--- config.mk ---
export PLATFORM = sky130hd
export DESIGN_NAME = req_issue_queue
export DESIGN_NICKNAME = d
export VERILOG_FILES = /design/src/rtl/req_issue_pkg.sv /design/src/rtl/req_sync_fifo.sv /design/src/rtl/req_issue_queue.sv
export SDC_FILE = /design/constraint.sdc
export NUM_CORES = 1
export LEC_CHECK = 0
export ABC_AREA = 1
export CAP_MARGIN = 20
export CELL_PAD_IN_SITES_DETAIL_PLACEMENT = 1
export CELL_PAD_IN_SITES_GLOBAL_PLACEMENT = 1
export CORE_ASPECT_RATIO = 1.1
export CORE_UTILIZATION = 33
export DETAILED_ROUTE_END_ITERATION = 12
export GPL_TIMING_DRIVEN = 0
export PLACE_DENSITY = 0.66
export SLEW_MARGIN = 20
export SYNTH_ARGS = -nofsm -noshare
export SYNTH_HDL_FRONTEND = slang
export SYNTH_SLANG_ARGS = --single-unit
--- constraint.sdc ---
create_clock -name clk -period 2.1 [get_ports clk]
set_input_delay 0.21 -clock clk [delete_from_list [all_inputs] [get_ports clk]]
set_output_delay 0.21 -clock clk [all_outputs]
set_load 0.01 [all_outputs]
--- src/rtl/req_issue_pkg.sv ---
// req_issue_pkg: shared defaults, tag type and helpers for the request issue queue.
package req_issue_pkg;

  localparam int TAG_W_DEF    = 4;
  localparam int DEPTH_DEF    = 4;
  localparam int MAX_WAIT_DEF = 10;

  typedef logic [TAG_W_DEF-1:0] tag_t;

  // Ceiling of the 4-bit head stall counter.
  localparam logic [3:0] WAIT_SAT = 4'hF;

  // Saturating increment for the 4-bit stall counter.
  function automatic logic [3:0] wait_sat_inc(input logic [3:0] v);
    return (v == WAIT_SAT) ? v : v + 4'd1;
  endfunction

endpackage

--- src/rtl/req_sync_fifo.sv ---
// req_sync_fifo: circular synchronous FIFO with an explicit occupancy counter.
// The head word reads as zero while empty so downstream never sees stale tags.
module req_sync_fifo #(
  parameter int DEPTH = 4,
  parameter int W     = 4
) (
  input  logic                       clk,
  input  logic                       rst,
  input  logic                       push,
  input  logic                       pop,
  input  logic [W-1:0]               wdata,
  output logic [W-1:0]               rdata,
  output logic [$clog2(DEPTH+1)-1:0] level,
  output logic                       full,
  output logic                       empty
);

  localparam int AW = $clog2(DEPTH);
  localparam int LW = $clog2(DEPTH+1);

  logic [W-1:0]  mem [DEPTH];
  logic [AW-1:0] wptr;
  logic [AW-1:0] rptr;
  logic          do_push;
  logic          do_pop;

  // Qualify requests so a push into a full FIFO or a pop from an empty one is a no-op.
  always_comb begin
    do_push = push && !full;
    do_pop  = pop && !empty;
  end

  // Storage write; contents are not reset because the head is masked while empty.
  always_ff @(posedge clk) begin
    if (do_push) begin
      mem[wptr] <= wdata;
    end
  end

  // Pointers wrap modulo DEPTH through natural overflow (DEPTH is a power of two).
  always_ff @(posedge clk) begin
    if (rst) begin
      wptr <= '0;
      rptr <= '0;
    end else begin
      if (do_push) wptr <= wptr + AW'(1);
      if (do_pop)  rptr <= rptr + AW'(1);
    end
  end

  // Occupancy: +1 on push only, -1 on pop only, unchanged otherwise.
  always_ff @(posedge clk) begin
    if (rst) begin
      level <= '0;
    end else begin
      case ({do_push, do_pop})
        2'b10:   level <= level + LW'(1);
        2'b01:   level <= level - LW'(1);
        default: level <= level;
      endcase
    end
  end

  // Status flags and head word decoded from registered state only.
  always_comb begin
    full  = (level == LW'(DEPTH));
    empty = (level == '0);
    rdata = empty ? '0 : mem[rptr];
  end

endmodule

--- src/rtl/req_issue_queue.sv ---
// req_issue_queue: buffers tagged requests and issues them one at a time to a
// downstream countdown counter, tracking how long the head entry is stalled.
// Optional statistics (issue_count, max_wait) are built when REQ_ISSUE_STATS_EN
// is defined; the default build omits those ports and registers.
//
// Handshake semantics: on both sides a transfer happens on a rising clk edge
// where valid and ready are both high (push = req_valid && req_ready,
// pop = valid_out && ready_in). Once valid_out is raised, valid_out and tag_out
// hold steady until the transfer completes; ready may change freely.
module req_issue_queue
  import req_issue_pkg::*;
#(
  parameter int DEPTH    = DEPTH_DEF,
  parameter int TAG_W    = TAG_W_DEF,
  parameter int MAX_WAIT = MAX_WAIT_DEF
) (
  input  logic                       clk,
  input  logic                       rst,
  input  logic                       req_valid,
  input  logic [TAG_W-1:0]           req_tag,
  output logic                       req_ready,
  output logic                       valid_out,
  output logic [TAG_W-1:0]           tag_out,
  input  logic                       ready_in,
  output logic [$clog2(DEPTH+1)-1:0] level,
  output logic [3:0]                 wait_cnt,
  output logic                       wait_err
`ifdef REQ_ISSUE_STATS_EN
  ,
  output logic [15:0]                issue_count,
  output logic [3:0]                 max_wait
`endif
);

  logic       full;
  logic       empty;
  logic       push;
  logic       pop;
  logic       stall;
  logic [3:0] wait_cnt_nxt;
  logic       wait_err_nxt;

  req_sync_fifo #(
    .DEPTH (DEPTH),
    .W     (TAG_W)
  ) u_fifo (
    .clk   (clk),
    .rst   (rst),
    .push  (push),
    .pop   (pop),
    .wdata (req_tag),
    .rdata (tag_out),
    .level (level),
    .full  (full),
    .empty (empty)
  );

  // Handshake decode; outputs depend only on FIFO state, never on req_valid or ready_in.
  always_comb begin
    req_ready = !full;
    valid_out = !empty;
    push      = req_valid && req_ready;
    pop       = valid_out && ready_in;
    stall     = valid_out && !ready_in;
  end

  // Next stall count: cleared on pop or while empty, saturating increment while stalled.
  always_comb begin
    wait_cnt_nxt = wait_cnt;
    if (pop || empty) begin
      wait_cnt_nxt = '0;
    end else if (stall) begin
      wait_cnt_nxt = wait_sat_inc(wait_cnt);
    end
  end

  // Error becomes sticky once the head is still stalled after MAX_WAIT stall cycles.
  always_comb begin
    wait_err_nxt = wait_err;
    if (stall && (wait_cnt == 4'(MAX_WAIT))) begin
      wait_err_nxt = 1'b1;
    end
  end

  // Stall counter and error flag registers.
  always_ff @(posedge clk) begin
    if (rst) begin
      wait_cnt <= '0;
      wait_err <= 1'b0;
    end else begin
      wait_cnt <= wait_cnt_nxt;
      wait_err <= wait_err_nxt;
    end
  end

`ifdef REQ_ISSUE_STATS_EN
  // Issue counter (wraps at 2^16) and running maximum of the head stall count.
  always_ff @(posedge clk) begin
    if (rst) begin
      issue_count <= '0;
      max_wait    <= '0;
    end else begin
      if (pop) issue_count <= issue_count + 16'd1;
      if (wait_cnt > max_wait) max_wait <= wait_cnt;
    end
  end
`else
  // Statistics disabled: no extra ports or registers.
`endif

endmodule

==> results.ini, run 1 <==
[outcome]
status=completed

[min_path]
min_path_cells=2
min-delay-path-class=flip-flop to flip-flop

[final_layout]
utilization=0.449
drive_gt1_frac=0.120
instances_no_fill=235
design_area_um2=1810
num_antenna_cells=0
areaGrowthSynthToFinish_pct=27.8
fin_nets=198

[yosys]
syn_area_um2=1410
async_reset_ff_frac=0
yosysSeqAreaShare=0.539
syn-mean-instance-area_um2=9.17
ys.flop_type=edfxtp_1
yosysTopAreaCellShare=0.340
ys_seq_elements=30
synth_cells=154
synthesis.nets=170
synth_top_area_cell=edfxtp_1
synthTopCellsByArea=edfxtp_1, dfxtp_1, nor2_1, inv_1, ha_1
yosysUniqueCellTypes=19
synth-edff-count=16
ys.warnings.count=0

[power]
power_switching_mw=0.772
clkPwrFrac=0.262
power_density_nw_per_um2=1200
power_mw=2.17
p_int_mw=1.40
power_frac_seq=0.360
vdd_ir_drop_max_mv=0.507
leakage_nw=0.761
sw_frac_of_total=0.355
power_frac_comb=0.378

[timing]
rsz0062_at_grt=no
timing.final.ws_setup_ps=138
worst_pin_slew_ps=468
slew_viol_final=0
clock_skew_ps=10.0
hold_viol=0
setup_viol=0
relSlewSlack=0.687
fmax_mhz=510
final.min_clock_period_ps=1960
setup_tns_ps=0
finalCritPeriodShare=0.934
whs_ps=464

[die]
floorplan.die.height_um=70.6
fp.dieW_um=64.4
core_area_um2=4020
start_util=0.351
rows=24
die_area_um2=4550
ioPinCount=22

[critical_path]
cp.required_ps=1890
crit_start=u_fifo.level[2]$_SDFFE_PP0P_
cp_cell_sequence=inv_2, nand2_4, inv_1, a21oi_1, clkdlybuf4s50_1
rrSetupSlack_ps=200
path_class=flip-flop to output port
critPathMaxStageDelay_ps=550
worst_setup_path_start_kind=flip-flop
crit_cells=5
ff2ff_path_depth=12
r2r-end=u_fifo.level[2]$_SDFFE_PP0P_
path_buf_inv=3
worstPathArrival_ps=1750
cp-endpoint=tag_out[0]
r2r_start=u_fifo.level[2]$_SDFFE_PP0P_
critPathSlowestCell=clkdlybuf4s50_1
cp_top_family=buffers and inverters
worstSetupEndpointType=output port
cp_max_fo=10

[grt]
grt_max_degree=11
grt_pass1_wl_mm=5.60
overflow=0
track_usage=0.169
antenna_found_initial=0
grt_pass1_vias=1168

[detailed_routing]
vias=1108
dr.first_iter.drc_count=45
wl_per_cell_um=14.1
drc=0
viasPerCell=4.71
postRouteAntennaNets=0
dr.pass1.iters=4
routed_wl_mm=3.31

[cts]
cts_root_buf=clkbuf_8
cts_inserted_buffers=5
clockBufferDepth=2
h-tree-depth=2
cts.sinks=30
clk_pin_slew_ps=70
cts_tree=yes
clk_latency_ps=290
post_cts_buffers=0

[placed_design]
placed_cells=227
pre_cts_slack_ps=8.88
place_hpwl_mm=2.40
io_buffers=21
dpl_cell_area_um2=1690
place.gp.congestion=0.728

[run]
maxCapViolations=0

==> worst min path at each step <==
stage / slack (ps) / end / from
floorplan: 280 / flip-flop / rst
global placement: 440 / wait_err$_SDFFE_PP0P_ / wait_err$_SDFFE_PP0P_
detailed placement: 450 / wait_err$_SDFFE_PP0P_ / wait_err$_SDFFE_PP0P_
CTS: 460 / wait_err$_SDFFE_PP0P_ / wait_err$_SDFFE_PP0P_
global route: 480 / wait_err$_SDFFE_PP0P_ / wait_err$_SDFFE_PP0P_
finish: 460 / wait_err$_SDFFE_PP0P_ / wait_err$_SDFFE_PP0P_
==> cell type report <==
type / instances / area [um2]
Sequential cell: 30 / 762
Multi-Input combinational cell: 96 / 546
Fill cell: 477 / 2220
Timing Repair Buffer: 21 / 218
Clock inverter: 3 / 40.0
Buffer: 1 / 5.00
Tap cell: 52 / 65.1
Clock buffer: 5 / 68.8
Inverter: 27 / 101
==> Yosys cell counts, types with 2 or more instances <==
cell type,n
inv_2,2
nor2_1,29
nand2_1,16
nand3_2,2
nand4_1,4
nand2_4,4
edfxtp_1,16
ha_1,7
nand3_1,8
dfxtp_1,14
o21ai_0,10
inv_1,25
a21oi_1,11
==> power groups by stage <==
| stage | combinational, mW | sequential [mW] | clock, mW |
|---|---|---|---|
| floorplan | 0.469 | 0.794 | 0 |
| global placement | 0.804 | 0.788 | 0 |
| detailed placement | 0.832 | 0.793 | 0 |
| CTS | 0.845 | 0.782 | 0.593 |
| global route | 0.928 | 0.792 | 0.620 |
| finish | 0.820 | 0.782 | 0.570 |
==> what timing repair did <==
item | in CTS | in global routing
endpoints found under the hold margin | 0 | 0
setup endpoints to repair | 0 | 4
hold buffers | 0 | 0
gates resized for setup | 0 | 5
==> worst min-delay path, stage by stage, from the launching register on <==
cell and delay [ps]:
dfxtp_1 310, inv_1 50, a21oi_1 50
==> layout by cell type, fill, tap and decap left out <==
master	netlist	layout
nor2_1	29	29
edfxtp_1	16	16
nand3_2	2	2
clkinv_2	0	2
nor2_2	1	1
nor2_4	1	1
o21ai_0	10	10
a21o_1	1	1
ha_1	7	7
dlymetal6s2s_1	0	3
clkdlybuf4s50_1	0	18
clkbuf_8	0	5
fa_1	1	1
nand4_1	4	4
nand2_1	16	16
a21oi_1	11	11
dfxtp_1	14	13
nand3_1	8	8
bufinv_16	0	1
inv_2	2	3
buf_2	1	1
dfxtp_2	0	1
inv_1	25	24
nand2_4	4	4
a21oi_2	1	1
==> state kept, by name (all words and copies together) (netlist names), named ones only <==
signal	cells
wait_cnt	4
u_fifo.level	3
u_fifo.wptr	2
wait_err	1
u_fifo.rptr	2
u_fifo.mem	16
==> cells by family (layout without fill, tap and decap cells) <==
family          count (synthesis)  in the layout  synth area share
fa+ha+maj                       8              8            0.0762
simple gates                   65             65             0.224
compound gates                 23             23            0.0859
flops                          30             30             0.539
buf+inv                        28             57            0.0753
==> metal layers <==
layer,routed length (um),global-route usage,up-vias
met5,0,0,-
met4,62,0.0741,0
met3,125,0.0516,5
met2,1730,0.297,19
met1,1400,0.187,528
li1,-,-,556
No activity file was read; power rests on OpenSTA's default activity.
==> run 2: changes to the inputs <==
Settings changed: CORE_MARGIN set to 2.
==> results.ini, run 2 (synthesis results as in run 1) <==
[power]
vdd_ir_drop_max_mv=0.563  ; was 0.507 mV
power_frac_comb=0.402  ; was 0.378
power_frac_seq=0.381  ; was 0.360
p_int_mw=1.29  ; was 1.40 mW
clkPwrFrac=0.217  ; was 0.262
power_density_nw_per_um2=1160  ; was 1200 nW/um2
leakage_nw=0.702  ; was 0.761 nW
sw_frac_of_total=0.373  ; was 0.355
power_switching_mw=0.766  ; was 0.772 mW

[timing]
finalCritPeriodShare=0.945  ; was 0.934
slew_viol_final=0  ; unchanged
fmax_mhz=504  ; was 510 MHz
final.min_clock_period_ps=1980  ; was 1960 ps
hold_viol=0  ; unchanged
setup_tns_ps=0  ; unchanged
relSlewSlack=0.685  ; was 0.687
clock_skew_ps=8.75  ; was 10.0 ps
setup_viol=0  ; unchanged
worst_pin_slew_ps=470  ; was 468 ps
rsz0062_at_grt=no  ; unchanged

[die]
die_area_um2=4820  ; was 4550 um2
ioPinCount=22  ; unchanged
rows=24  ; unchanged
floorplan.die.height_um=72.6  ; was 70.6 um
core_area_um2=4020  ; unchanged
start_util=0.351  ; unchanged
fp.dieW_um=66.4  ; was 64.4 um

[final_layout]
num_antenna_cells=0  ; unchanged
drive_gt1_frac=0.109  ; was 0.120
fillers=481  ; was 477
largest_reg_flops=16  ; unchanged
most-common-layout-cells=nor2_1, inv_1, clkdlybuf4s50_1  ; unchanged
final_common_cell=nor2_1  ; unchanged
design_area_um2=1770  ; was 1810 um2
areaGrowthSynthToFinish_pct=25.5  ; was 27.8%
reg_top3=u_fifo.mem: 16 flops, wait_cnt: 4 flops, u_fifo.level: 3 flops  ; unchanged
top_register=u_fifo.mem  ; unchanged
fin_nets=198  ; unchanged

[cts]
cts_inserted_buffers=5  ; unchanged
cts.sinks=30  ; unchanged
h-tree-depth=2  ; unchanged
cts_root_buf=clkbuf_8  ; unchanged
clk_pin_slew_ps=70  ; about the same
clockBufferDepth=2  ; unchanged
cts_tree=yes  ; unchanged
clk_latency_ps=280  ; was 290 ps
postCtsHoldBufs=0  ; unchanged
post_cts_buffers=0  ; unchanged

[critical_path]
cp.required_ps=1890  ; about the same
worstSetupEndpointType=output port  ; unchanged
path_class=flip-flop to output port  ; unchanged
cp_cell_sequence=nor2_4, nand2_4, inv_1, a21oi_1, clkdlybuf4s50_1  ; was inv_2, nand2_4, inv_1, a21oi_1, clkdlybuf4s50_1
worst_setup_path_start_kind=flip-flop  ; unchanged
worstPathArrival_ps=1770  ; was 1750 ps
critPathSlowestCell=clkdlybuf4s50_1  ; unchanged
critPathMaxStageDelay_ps=550  ; about the same
cp_max_fo=10  ; unchanged

[grt]
antenna_found_initial=0  ; unchanged
grt_max_degree=11  ; unchanged
track_usage=0.154  ; was 0.169
grt_pass1_wl_mm=5.62  ; was 5.60 mm
grt_pass1_vias=1244  ; was 1168
overflow=0  ; unchanged

[detailed_routing]
vias=1119  ; was 1108
dr.first_iter.drc_count=62  ; was 45
routed_wl_mm=3.16  ; was 3.31 mm
wl_per_cell_um=13.5  ; was 14.1 um
viasPerCell=4.76  ; was 4.71
drc=0  ; unchanged
postRouteAntennaNets=0  ; unchanged
dr.pass1.iters=4  ; unchanged

[outcome]
status=completed  ; unchanged

[placed_design]
place.gp.congestion=0.759  ; was 0.728
dpl_cell_area_um2=1690  ; unchanged
io_buffers=21  ; unchanged
place_hpwl_mm=2.34  ; was 2.40 mm

[min_path]
min-delay-path-class=flip-flop to flip-flop  ; unchanged

[run]
maxCapViolations=0  ; unchanged

run 2: cell types whose count changed in the layout (fill, tap and decap cells not counted), sizes merged:
cell,delta
clkdlybuf4s50,+3
dlymetal6s2s,-3
bufinv,-1
clkinvlp,+1
run 2: worst paths after layout:
kind / endpoint / slack [ps] / cells after the start / from
hold reg to reg: wait_err$_SDFFE_PP0P_ / 470 / 2 / wait_err$_SDFFE_PP0P_
setup reg to reg: u_fifo.level[2]$_SDFFE_PP0P_ / 200 / 13 / u_fifo.level[1]$_SDFFE_PP0P_
setup / recovery: tag_out[0] / 120 / 5 / u_fifo.level[1]$_SDFFE_PP0P_
hold / removal: wait_err$_SDFFE_PP0P_ / 470 / 2 / wait_err$_SDFFE_PP0P_
run 2: final cells by class:
type,instances,area [um2],area share
flip-flops and latches,30,761,0.429
multi-input cells,96,546,0.308
repair buffers,21,210,0.119
inverters,27,101,0.0572
clock buffers,5,68.8,0.0388
well taps,52,65.1,0.0367
clock inverters,3,16.3,0.00917
plain buffers,1,5.00,0.00282
run 2: power groups by stage:
stage / clock, mW / sequential, mW / combinational [mW]
global placement: 0 / 0.788 / 0.806
global route: 0.484 / 0.797 / 0.932
finish: 0.446 / 0.782 / 0.826
CTS: 0.461 / 0.784 / 0.842
floorplan: 0 / 0.794 / 0.469
detailed placement: 0 / 0.795 / 0.837
run 2: worst max-delay path, delay by kind of cell, from the launching register on:
family	cells	cell delay (ps)
AO/OA/AOI/OAI	1	150
buffers and inverters	2	660
flip-flops	1	440
AND/OR/NAND/NOR	2	230
run 2: timing repair:
action / 4_1_cts / 5_1_grt
resized for setup: 0 / 1
hold endpoints to repair: 0 / 0
setup endpoints to repair: 0 / 3
run 2: through the flow:
step                      setup WS (ps)  total power, mW  utilization  hold slack, ps  std cells
after floorplan                     356             1.26            -             277        154
after global placement             96.1             1.59        0.419             441        227
after detailed placement           51.7             1.63        0.419             452        227
after CTS                          65.8             2.09        0.441             469        235
after global routing               1.97             2.21        0.441             520        235
final                               116             2.05        0.441             467        235
run 2: metal layers:
| layer | vias to the layer above | part of all wire | track usage |
|---|---|---|---|
| li1 | 554 | - | - |
| met1 | 538 | 0.43 | 0.186 |
| met2 | 25 | 0.51 | 0.260 |
| met3 | 2 | 0.046 | 0.0417 |
| met4 | 0 | 0.0085 | 0.0612 |
| met5 | - | 0 | 0 |
